===== config.mk =====
export PLATFORM = sky130hd
export DESIGN_NAME = cache_ctrl_param
export DESIGN_NICKNAME = d
export VERILOG_FILES = /design/src/rtl/cache_ctrl_param.sv
export SDC_FILE = /design/constraint.sdc
export NUM_CORES = 1
export LEC_CHECK = 0
export ABC_CLOCK_PERIOD_IN_PS = 11200
export CAP_MARGIN = 15
export CORE_UTILIZATION = 34
export DETAILED_ROUTE_END_ITERATION = 8
export DONT_BUFFER_PORTS = 1
export PLACE_DENSITY = 0.54
export REMOVE_ABC_BUFFERS = 1
export SLEW_MARGIN = 25
export SYNTH_ARGS = -nofsm -noshare
export SYNTH_HDL_FRONTEND = slang
export SYNTH_SLANG_ARGS = --single-unit

===== constraint.sdc =====
create_clock -name clk -period 11.2 [get_ports clk]
set_input_delay 1.12 -clock clk [delete_from_list [all_inputs] [get_ports clk]]
set_output_delay 1.12 -clock clk [all_outputs]
set_load 0.05 [all_outputs]

===== src/rtl/cache_ctrl_param.sv =====
// Direct-mapped, write-through / no-write-allocate cache controller: tag/valid
// store, refill and write-through sequencing, sequential flush, hit/miss counters.
module cache_ctrl_param #(
   parameter int unsigned ADDR_W = 10,
   parameter int unsigned IDX_W  = 5,
   parameter int unsigned OFF_W  = 2,
   parameter int unsigned CNT_W  = 16
) (
   input  logic              clk,
   input  logic              reset,
   input  logic              mem_read,
   input  logic              mem_write,
   input  logic              flush,
   input  logic [ADDR_W-1:0] address,
   input  logic              mem_done,
   output logic              stall,
   output logic              hit,
   output logic              cache_rd,
   output logic              cache_we,
   output logic              refill_we,
   output logic              mem_bypass,
   output logic              mem_rd_req,
   output logic              mem_wr_req,
   output logic [IDX_W-1:0]  line_idx,
   output logic [CNT_W-1:0]  hit_cnt,
   output logic [CNT_W-1:0]  miss_cnt
);

   localparam int unsigned TAG_W = ADDR_W - IDX_W - OFF_W;
   localparam int unsigned LINES = 1 << IDX_W;

   typedef enum logic [1:0] {
      S_IDLE,
      S_REFILL,
      S_WRITE,
      S_FLUSH
   } state_e;

   state_e           state_q, state_d;
   logic [LINES-1:0] valid_q;
   logic [TAG_W-1:0] tag_q [LINES];
   logic [TAG_W-1:0] lat_tag_q, lat_tag_d;
   logic [IDX_W-1:0] lat_idx_q, lat_idx_d;
   logic             lat_hit_q, lat_hit_d;
   logic [IDX_W-1:0] flush_idx_q, flush_idx_d;
   logic [CNT_W-1:0] hit_cnt_q, miss_cnt_q;

   logic [TAG_W-1:0] addr_tag;
   logic [IDX_W-1:0] addr_idx;
   logic             lookup_hit;
   logic             fill_c, clear_c, inc_hit_c, inc_miss_c;
   logic             unused_offset;

   // Address split; the byte offset only selects within the data block.
   assign addr_tag      = address[ADDR_W-1 -: TAG_W];
   assign addr_idx      = address[OFF_W +: IDX_W];
   assign unused_offset = ^address[OFF_W-1:0];
   assign lookup_hit    = valid_q[addr_idx] && (tag_q[addr_idx] == addr_tag);

   // Next-state and strobe decode.
   always_comb begin
      state_d     = state_q;
      lat_tag_d   = lat_tag_q;
      lat_idx_d   = lat_idx_q;
      lat_hit_d   = lat_hit_q;
      flush_idx_d = flush_idx_q;
      stall       = 1'b0;
      hit         = 1'b0;
      cache_rd    = 1'b0;
      cache_we    = 1'b0;
      refill_we   = 1'b0;
      mem_bypass  = 1'b0;
      mem_rd_req  = 1'b0;
      mem_wr_req  = 1'b0;
      line_idx    = addr_idx;
      fill_c      = 1'b0;
      clear_c     = 1'b0;
      inc_hit_c   = 1'b0;
      inc_miss_c  = 1'b0;

      case (state_q)
         S_IDLE: begin
            if (flush) begin
               stall       = 1'b1;
               flush_idx_d = '0;
               state_d     = S_FLUSH;
            end else if (mem_read) begin
               hit = lookup_hit;
               if (lookup_hit) begin
                  cache_rd  = 1'b1;
                  inc_hit_c = 1'b1;
               end else begin
                  stall     = 1'b1;
                  lat_tag_d = addr_tag;
                  lat_idx_d = addr_idx;
                  state_d   = S_REFILL;
               end
            end else if (mem_write) begin
               hit       = lookup_hit;
               stall     = 1'b1;
               lat_tag_d = addr_tag;
               lat_idx_d = addr_idx;
               lat_hit_d = lookup_hit;
               state_d   = S_WRITE;
            end
         end

         S_REFILL: begin
            mem_rd_req = 1'b1;
            line_idx   = lat_idx_q;
            if (mem_done) begin
               refill_we  = 1'b1;
               mem_bypass = 1'b1;
               fill_c     = 1'b1;
               inc_miss_c = 1'b1;
               state_d    = S_IDLE;
            end else begin
               stall = 1'b1;
            end
         end

         S_WRITE: begin
            mem_wr_req = 1'b1;
            line_idx   = lat_idx_q;
            if (mem_done) begin
               cache_we   = lat_hit_q;
               inc_hit_c  = lat_hit_q;
               inc_miss_c = !lat_hit_q;
               state_d    = S_IDLE;
            end else begin
               stall = 1'b1;
            end
         end

         S_FLUSH: begin
            stall       = 1'b1;
            line_idx    = flush_idx_q;
            clear_c     = 1'b1;
            flush_idx_d = flush_idx_q + IDX_W'(1);
            if (flush_idx_q == IDX_W'(LINES - 1)) begin
               state_d = S_IDLE;
            end
         end

         default: state_d = S_IDLE;
      endcase
   end

   // State, tag/valid store, latches and saturating counters.
   always_ff @(posedge clk or posedge reset) begin
      if (reset) begin
         state_q     <= S_IDLE;
         valid_q     <= '0;
         for (int i = 0; i < LINES; i++) begin
            tag_q[i] <= '0;
         end
         lat_tag_q   <= '0;
         lat_idx_q   <= '0;
         lat_hit_q   <= 1'b0;
         flush_idx_q <= '0;
         hit_cnt_q   <= '0;
         miss_cnt_q  <= '0;
      end else begin
         state_q     <= state_d;
         lat_tag_q   <= lat_tag_d;
         lat_idx_q   <= lat_idx_d;
         lat_hit_q   <= lat_hit_d;
         flush_idx_q <= flush_idx_d;
         if (fill_c) begin
            valid_q[lat_idx_q] <= 1'b1;
            tag_q[lat_idx_q]   <= lat_tag_q;
         end
         if (clear_c) begin
            valid_q[flush_idx_q] <= 1'b0;
         end
         if (inc_hit_c && (hit_cnt_q != '1)) begin
            hit_cnt_q <= hit_cnt_q + CNT_W'(1);
         end
         if (inc_miss_c && (miss_cnt_q != '1)) begin
            miss_cnt_q <= miss_cnt_q + CNT_W'(1);
         end
      end
   end

   assign hit_cnt  = hit_cnt_q;
   assign miss_cnt = miss_cnt_q;

endmodule

# Yosys cells after proc, flatten, opt, wreduce, memory -nomap -nowiden
# Index checks and enable logic that the tools add are counted.
dict set report word_totals {
  ff_bits 176
  out_inout_bits 45
  word_cells 140
}
dict set report classes {
  addsub 3
  n_lt_le_gt_ge 8
  eq_ne 13
  muxes 54
  bitwise_logic 7
  n_reduce_logical 15
}
# op count
set ops {}
lappend ops {{bitwise mux 96 bit} 1}
lappend ops {{2-to-1 mux 32 bit} 2}
lappend ops {{adder 16 x 1 -> 16 bit (second input constant)} 2}
lappend ops {{AND 32 bit} 1}
lappend ops {{!= test 16 bit (second input constant)} 2}
lappend ops {{inverter 32 bit} 1}
lappend ops {{OR 32 bit} 1}
lappend ops {{2-to-1 mux 1 bit} 24}
lappend ops {{2-to-1 mux 5 bit} 4}
lappend ops {{case mux 5 bit (2 select lines)} 2}
lappend ops {{< comparator 5 x 6 -> 1 bit (second input constant)} 3}
lappend ops {{2-to-1 mux 3 bit} 6}
lappend ops {{binary-select mux 3 bit (select 5 bit)} 1}
lappend ops {{demux 3 bit (select 5 bit)} 1}
lappend ops {{greater-or-equal comparator 6 bit (second input constant)} 2}
lappend ops {{2-to-1 mux 2 bit} 6}
lappend ops {{inverter 5 -> 6 bit} 2}
lappend ops {{AND reduction 4 bit} 3}
lappend ops {{demux 1 bit (select 5 bit)} 2}
lappend ops {{greater-or-equal comparator 5 x 1 -> 1 bit (second input constant)} 2}
lappend ops {{!= test 4 bit (second input constant)} 2}
lappend ops {{logical AND 1 bit} 6}
lappend ops {{< comparator 6 x 1 -> 1 bit (second input constant)} 1}
lappend ops {{!= test 2 bit (second input constant)} 3}
lappend ops {{16 further kinds} 20}

# Longest topological paths before layout
# Gate-level depths: netlist (run 1).
dict set report logic_depth {
  ltp_word 11
  mapped_depth 13
  depth_no_buf 9
}

# Least setup slack after synthesis (run 1)
# Ideal clock, no wire load.
dict set report synth_path {
  kind {input -> output}
  start {input port address[2]}
  end {output port hit}
  t_arrival_ns 3.798
  required_ns 10.080
  path_slack_ns 6.282
  path_stages 10
  path_buffers 3
  path_cell_list {buf_2 -> buf_6 -> and2_1 -> buf_2 -> a22oi_1 -> a21oi_1 -> nor4_1 -> xnor2_1 -> nand4_1 -> nor3_1}
}
dict set report synth_via {
  elab_chain_cells 10
}
# item line_no
set synth_rtl {}
lappend synth_rtl {{from (decl)} 14} ;# input logic [ADDR_W-1:0] address,
lappend synth_rtl {{inverter 5 -> 6 bit (implied by the code)} 58} ;# assign lookup_hit = valid_q[addr_idx] && (tag_q[addr_idx] == addr_tag);
lappend synth_rtl {{binary-select mux 3 bit (select 5 bit)} 58}
lappend synth_rtl {{2-to-1 mux 3 bit (implied by the code) (2 in series)} 58}
lappend synth_rtl {{== test 3 bit} 58}
lappend synth_rtl {{logical AND 1 bit (*)} 58}
lappend synth_rtl {{2-to-1 mux 1 bit} 98} ;# end else if (mem_write) begin
lappend synth_rtl {{2-to-1 mux 1 bit (*)} 87} ;# end else if (mem_read) begin
lappend synth_rtl {{2-to-1 mux 1 bit (*)} 83} ;# if (flush) begin
lappend synth_rtl {{2-to-1 mux 1 bit (*)} 81} ;# case (state_q)
lappend synth_rtl {{to (decl)} 17} ;# output logic hit,
# Every way passes the cells marked *; elsewhere a longest branch is shown, timed or not. The select of a mux whose other input is x is not followed.

# Final worst setup path (run 1)
# Same ends and word-level chain as after synthesis.

==> results, run 1 <==
- The height of the die is 162 um.
- The per-cell via count in the routed design is 5.41.
- Among all stages on the critical path, the largest delay is contributed by sky130_fd_sc_hd__nor3_2.
- For this run, the leading register cell type out of synthesis is sky130_fd_sc_hd__dfrtp_1.
- The minimum clock period after layout is 4.82 ns.
- The number of buffers created by CTS is 17.
- Of the available clock period, the critical path in the final layout requires 0.431.
- The critical path goes through nor2_2 > a22oi_1 > a21oi_1 > nor4_1 > xnor2_1 > nand4_1 > nor3_2.
- The count of different cell masters after synthesis is 49.
- The count of nets left with antenna violations once routing finished came out at 0.
- The CTS tree is done.
- The final layout net count is 741.
- The worst-case clock skew is 0.00959 ns.
- The largest net degree at the start of global routing is just under 100.
- Relative to the synthesized area, the layout overhead comes to 9.56%.
- The number of flip-flops and latches in the synthesized netlist is 176.
- Setup repair after global routing left no endpoint under its margin.
- For this block, the initial DRC count from the detailed router was 402.
- Once placement finished, the instance area stood at 8930 um^2.
- The sum of routed wire length over all layers is 21.1 mm.
- The worst-path maximum fanout is 14.
- The routed via count is 5720.
- The delay of the slowest cell on the worst path is 0.75 ns.
- The final-layout setup total negative slack is 0 ns.
- The share of synthesized registers carrying an async set or reset is 1.00.
- VDD sags by at most 0.133 mV.
- The max capacitance violation total is 0.
- The cell area that synthesis handed to floorplanning was a little under 9000 um^2.
- Hold repair after CTS inserted 0 buffers.
- Summing all non-filler instances in the final layout gives an area of 9480 um^2.
- The clock insertion delay at the later pin of the skew report is about 0.42 ns.
- After global routing the overflow that remains totals 0.
- The placed wire-length estimate after detailed placement is about 14 mm.
- Of the synthesized area, sequential elements account for 0.509.
- For this run, design rule violations remaining after detail routing come to 0.
- The number of inserted diodes is 0.
- At the end of routability-driven placement, the weighted congestion stood at 0.808.
- The tightest min-delay check is of the reg -> reg type.
- The worst setup path is of the in -> out kind.
- In this run the power density over the cells is 224 nW/um^2.
- After detailed routing, the average wire length per cell comes to 19.9 um.
- In this run the horizontal extent of the chip is 162 um.
- The global-route usage over all layers is 0.171.
- The share of post-route cells with drive strength above 1 is 0.228.
- The clock sink count is 176.
- In this run the tool buffered the top-level ports with 0 buffer cells.
- The relative slew slack is 0.272.
- The H-tree level count is 4.
- Synthesis produced 732 cells.
- The number of warnings reported in the yosys synthesis log is 0.
- STA classifies the critical path endpoint as an output port.
- Setup violations remaining at the end of the flow were counted as 0.
- The number of buffers on the longest clock path is 2.
- The number of gates given a new drive strength after cts is 0.
- The flow ran to the end, and the final reports show no timing, DRC or antenna violations.
- The initial antenna violation count is 0.
- The via count of the first global-routing pass is between 5k and 6k.
- The utilization after layout is 0.379.
- The floorplan step defined a core boundary enclosing 25000 um^2.
- The first-pass iteration count of the detailed router is 4.
- The number of hold-slack violations in the final timing report is 0.
- For the pin with the worst max-slew slack, the measured transition is 1.09 ns.
- The leakage power is 4.28 nW.
- The number of setup buffers added after CTS is 0.
- Averaged over all synthesized cells, the footprint is 11.8 um^2.
- The highest clock frequency the design can meet is 207 MHz.
- The clock transition at the registers of the reported paths is 0.06 ns.
- The number of enable flip-flop cells after synthesis is 0.
- The tree is rooted in a sky130_fd_sc_hd__clkbuf_16.
- The library cell used most frequently in the layout, excluding fill and tap cells, is sky130_fd_sc_hd__dfrtp_1.
- At the worst endpoint, the arrival time is 3.70 ns.
- The required time of the worst setup path is 10.08 ns.
- The kind of launch point of the worst setup path is an input pin.
- The number of rows created at floorplan is 58.
- 61 I/O pins were placed.
- The first-pass GRT wire length is about 34 mm.
- The max-slew violation count is 0.
- The overall die area is 26100 um^2.
- In the layout the commonest cells are sky130_fd_sc_hd__dfrtp_1 (173), sky130_fd_sc_hd__mux2_2 (109), sky130_fd_sc_hd__mux2i_1 (50), sky130_fd_sc_hd__nand2_1 (45), sky130_fd_sc_hd__nor2_1 (45).
- The initial utilization of the core area, before any placement, comes to 0.346.
## cells in the mapped netlist, types with 14 or more instances
master / number / area (um^2)
sky130_fd_sc_hd__a22oi_1: 29 / 218
sky130_fd_sc_hd__nor2_1: 46 / 173
sky130_fd_sc_hd__o22a_1: 18 / 158
sky130_fd_sc_hd__mux2i_1: 50 / 500
sky130_fd_sc_hd__mux2_2: 109 / 1230
sky130_fd_sc_hd__a21oi_1: 33 / 165
sky130_fd_sc_hd__dfrtp_1: 176 / 4400
sky130_fd_sc_hd__xnor2_1: 14 / 123
sky130_fd_sc_hd__clkbuf_1: 26 / 97.6
sky130_fd_sc_hd__inv_1: 20 / 75.1
sky130_fd_sc_hd__nand2_1: 45 / 169
sky130_fd_sc_hd__nand3_1: 17 / 85.1
sky130_fd_sc_hd__xor2_1: 14 / 123
## critical path, delay by kind of cell
kind	cells	cell delay [ns]
AOI/OAI and AO/OA	2	0.56
and+or+nand+nor	4	1.70
xor gates and xnor gates	1	0.33
## cell families after synthesis
family | synth area share
muxes | 0.227
AOI/OAI and AO/OA | 0.0953
and+or+nand+nor | 0.0949
adders and majority gates | 0.0159
xor gates and xnor gates | 0.0283
DFF | 0.509
buffers and inverters | 0.0294
## state kept, by name (all words and copies together), names as in the netlist
signal       flops
tag_q           96
valid_q         32
hit_cnt         16
miss_cnt        16
flush_idx_q      5
lat_idx_q        5
lat_tag_q        3
state_q          2
lat_hit_q        1
## path summary, 6_finish.rpt
check / cells past startpoint / endpoint / slack (ns) / start
setup / recovery: 7 / hit / 6.38 / address[2]
hold / removal: 1 / valid_q[20] / 0.49 / valid_q[20]
setup reg to reg: 7 / tag_q[74] / 7.52 / state_q[1]
hold reg to reg: 1 / valid_q[20] / 0.49 / valid_q[20]
max in group asynchronous: 2 / lat_tag_q[2] / 9.12 / reset
min in group asynchronous: 1 / miss_cnt[12] / 0.75 / reset
## through the flow
| step | std cells | hold slack [ns] | total power [mW] | setup slack [ns] |
|---|---|---|---|---|
| 2_1_floorplan | 692 | 0.455 | 1.41 | 5.31 |
| 3_3_place_gp | 1025 | 0.471 | 1.57 | 6.06 |
| 3_5_place_dp | 1025 | 0.475 | 1.59 | 6.00 |
| 4_1_cts | 1057 | 0.489 | 2.14 | 5.99 |
| 5_1_grt | 1057 | 0.512 | 2.25 | 6.22 |
| 6_report | 1057 | 0.488 | 2.12 | 6.38 |
## cell type report
class	count	area, um^2
Timing Repair Buffer	3	26.3
Clock inverter	7	55.1
Fill cell	2430	15600
Tap cell	330	413
Inverter	20	80.1
Sequential cell	176	4410
Multi-Input combinational cell	496	4010
Clock buffer	25	485
## metal layers
layer  GRT usage  wire length [um]  share of wire  up-vias
met2       0.271              9920           0.47       89
met1       0.239             10100           0.48     2981
met3      0.0272               722          0.034       23
met5           0                 0              0        -
li1            -                 -              -     2627
met4      0.0527               353          0.017        0
## where the power goes
group          leakage, nW  switching (mW)  internal (mW)  total (mW)
clock                0.246           0.247          0.303       0.550
sequential            2.34           0.221          0.809        1.03
combinational         1.70           0.300          0.242       0.542
total                 4.28           0.768           1.35        2.12
Note: power is estimated with default switching activity, not from simulation.
==> run 2, diff against run 1 <==
Settings changed: ABC_CLOCK_PERIOD_IN_PS 11200 to 4450.
Clock period 11.2 ns to 4.45 ns, I/O delays scaled along.
==> run 2 against run 1 <==
First-iteration DRC count up 5.7%; design area rose by 0.71%; clock skew barely moved; sequential cell count is the same; setup slack got worse by 5.6 ns; register-to-register slack got worse by 6.3 ns; wire length down 1.5%; die area unchanged; combinational power increased to 2.6 times the previous value.
==> results, run 2 (synthesis gave the netlist of run 1 again) <==
- The horizontal die dimension is 162 um (unchanged).
- On the critical path, the stage with the largest delay is an instance of sky130_fd_sc_hd__ha_1.
- The number of DRC markers in iteration 0 is 425 (+5.7%).
- The footprint of the multi-input gates is 4000 um^2 (-0.22%).
- The clock transition at the registers of the reported paths came to 0.06 ns (about the same).
- The worst setup timing slack at the placement stage is 0.991 ns (-5.01 ns).
- The count of non-filler cells in the finished layout is 1062 (+0.47%).
- The placed wire-length estimate after detailed placement is 14.0 mm (+1.0%).
- The first-pass iteration count of the detailed router is 5 (+1).
- The count of hold-fix buffers inserted at cts is 0 (unchanged).
- The number of buffers created by CTS came to 17 (unchanged).
- The global-route usage over all layers came to 0.165 (-0.00599).
- The average wire per cell in the routed design is 19.5 um (-2.0%).
- The minimum clock period after layout is 3.63 ns.
- The power density over cell area is 567 nW/um^2 (+150%).
- The required time of the worst setup path is 4.01 ns (-6.07 ns).
- The kind of launch point of the worst setup path is a register.
- The number of flip-flops in the largest register came to 96 (unchanged).
- In the final layout, the registers with the most flip-flops are tag_q (96), valid_q (32).
- The delay of the slowest cell on the worst path was 0.55 ns (-0.20 ns).
- The leftover overflow at the end of global routing came to 0 (unchanged).
- The library cell used most frequently in the layout, excluding fill and tap cells, is sky130_fd_sc_hd__dfrtp_1.
- The initial cell density of the core came to 0.346 (unchanged).
- The number of gates given a new drive strength after cts is 0 (unchanged).
- The largest net degree at the start of global routing was 95 (-3.1%).
- The count of buffer and inverter cells on the critical path is 3 (+3).
- The kind of cell with the highest combined delay on the critical path is simple AND/OR/NAND/NOR gates.
- The top register by number of flip-flops is tag_q.
- The data arrival time of the worst path is 3.19 ns (-0.51 ns).
- The relative slew slack is 0.282 (+0.0103).
- The first-pass GRT wire length is 33.1 mm (-3.7%).
- The number of inserted diodes is 0 (unchanged).
- The final layout net count is 746 (+0.67%).
- In the layout the commonest cells are sky130_fd_sc_hd__dfrtp_1 (174), sky130_fd_sc_hd__mux2_2 (109), sky130_fd_sc_hd__mux2i_1 (50), sky130_fd_sc_hd__nor2_1 (46), sky130_fd_sc_hd__nand2_1 (45).
- The startpoint of the worst register-to-register path is state_q[0].
- The share of post-route cells with drive strength above 1 is 0.231 (+0.00254).
- The final worst-path cycle share is 0.816.
- The clock insertion delay at the later pin of the skew report is 0.43 ns (about the same).
- The remaining design rule violation count was 0 (unchanged).
- The worst-case clock skew is 0.00961 ns (+0.0000242 ns).
- The clock sink count came to 176 (unchanged).
- The type of destination of the critical path is an output port.
- The count of nets left with antenna violations after detail routing is 0 (unchanged).
- Derived from the worst setup path, the maximum achievable clock frequency is 275 MHz.
- The number of setup violations in the final report is 0 (unchanged).
- The CTS tree is done.
- Setup repair after global routing left no endpoint under its margin.
- The worst-path maximum fanout came to 16 (+2).
- The area growth from synthesis to layout is 10.3%.
- The routed via count is 5677 (-0.75%).
- Clock tree synthesis selected as its root buffer the cell sky130_fd_sc_hd__clkbuf_16.
- The initial antenna violation count is 0 (unchanged).
- The worst flop-to-flop path endpoint is hit_cnt[8].
- The number of cell instances on the worst register-to-register path is 8 (+1).
- The total power after layout is 5.41 mW (+150%).
- The number of placed instances, taps included is 1030 (+0.49%).
- The number of hold-slack violations in the final timing report came to 0 (unchanged).
- The leakage power is 4.34 nW (+1.3%).
- The setup slack on the worst flop-to-flop path is 1.27 ns (-6.25 ns).
- The sum of routed wire length over all layers is 20.8 mm (-1.5%).
- The overall die area came to 26100 um^2 (unchanged).
- The area taken by flip-flops and latches is 4410 um^2 (about the same).
- The routability congestion estimate from global placement was 0.823 (+1.8%).
- The per-cell via count in the routed design is 5.35 (-1.2%).
- The kind of path behind the tightest hold check is in -> async.
- The number of top-level pins is 61 (unchanged).
- The height of the die was 162 um (unchanged).
- The number of setup buffers added after CTS came to 0 (unchanged).
- The max-slew violation count is 0 (unchanged).
- The setup path with the least slack is of type reg -> out.
- The H-tree level count is 4 (unchanged).
- The critical path goes through inv_1 > ha_1 > inv_1 > nor2_1 > and3_1 > nand4_2 > inv_1.
- The final worst setup slack is 0.820 ns (-5.56 ns).
- The cell seen most often among critical-path stages is sky130_fd_sc_hd__inv_1.
- The maximum ir drop on the vdd rail is 0.331 mV (+150%).
- The slew at the pin with the worst max-slew slack was 1.07 ns (-0.0214 ns).
- The flow ran to the end, and the final reports show no timing, DRC or antenna violations.
- The total of buffers placed on input and output ports came to 0 (unchanged).
- The core footprint is 25000 um^2 (unchanged).
- The number of buffers on the longest clock path is 2 (unchanged).
- The max capacitance violation total is 0 (unchanged).
- The layout filler cell count came to 2472 (+1.7%).
- The via count of the first global-routing pass is 5744 (-3.3%).
- The number of rows created at floorplan is 58 (unchanged).
## run 2: cell count changes in the layout (fill, tap and decap cells not counted), sizes merged
cell      previous run  this run
clkbuf              25        24
clkinv               2         4
buf                  3         8
clkinvlp             5         3
bufinv               0         1
## run 2: per-layer routing
layer  vias up  GRT usage  share of wire
met4         0     0.0429         0.0085
li1       2643          -              -
met3        15     0.0272          0.038
met2        86      0.260           0.48
met1      2933      0.234           0.47
met5         -          0              0
## run 2: report_power, final
part           total, mW  internal, mW  leakage [nW]  switching, mW
combinational       1.40         0.619          1.73          0.783
clock               1.45         0.831         0.272          0.621
sequential          2.56          2.04          2.34          0.521
total               5.41          3.48          4.34           1.92
## run 2: final cells by class
cell class	count	area share
multi-input combinational	496	0.419
clock inverter	8	0.00839
inverter	20	0.00839
timing repair buffer	8	0.00760
tap	330	0.0433
sequential	176	0.462
clock buffer	24	0.0515
## run 2: through the flow
step,cell area [um^2],TNS [ns],utilization,hold WS [ns]
3_5_place_dp,8970,0,0.358,0.480
5_1_grt,9550,0,0.381,0.0599
4_1_cts,9550,0,0.381,0.0471
6_report,9550,0,0.381,0.00583
2_1_floorplan,8470,-135.27,-,0.455
3_3_place_gp,8970,0,0.358,0.469
## run 2: worst max path at each step
stage                from        endpoint  depth (start not counted)
2_1_floorplan       reset  flush_idx_q[0]                          1
3_3_place_gp   address[2]        cache_rd                          8
3_5_place_dp   address[2]        cache_rd                          8
4_1_cts        state_q[0]        cache_rd                          7
5_1_grt        state_q[1]        cache_rd                          7
6_report       state_q[0]        cache_rd                          7
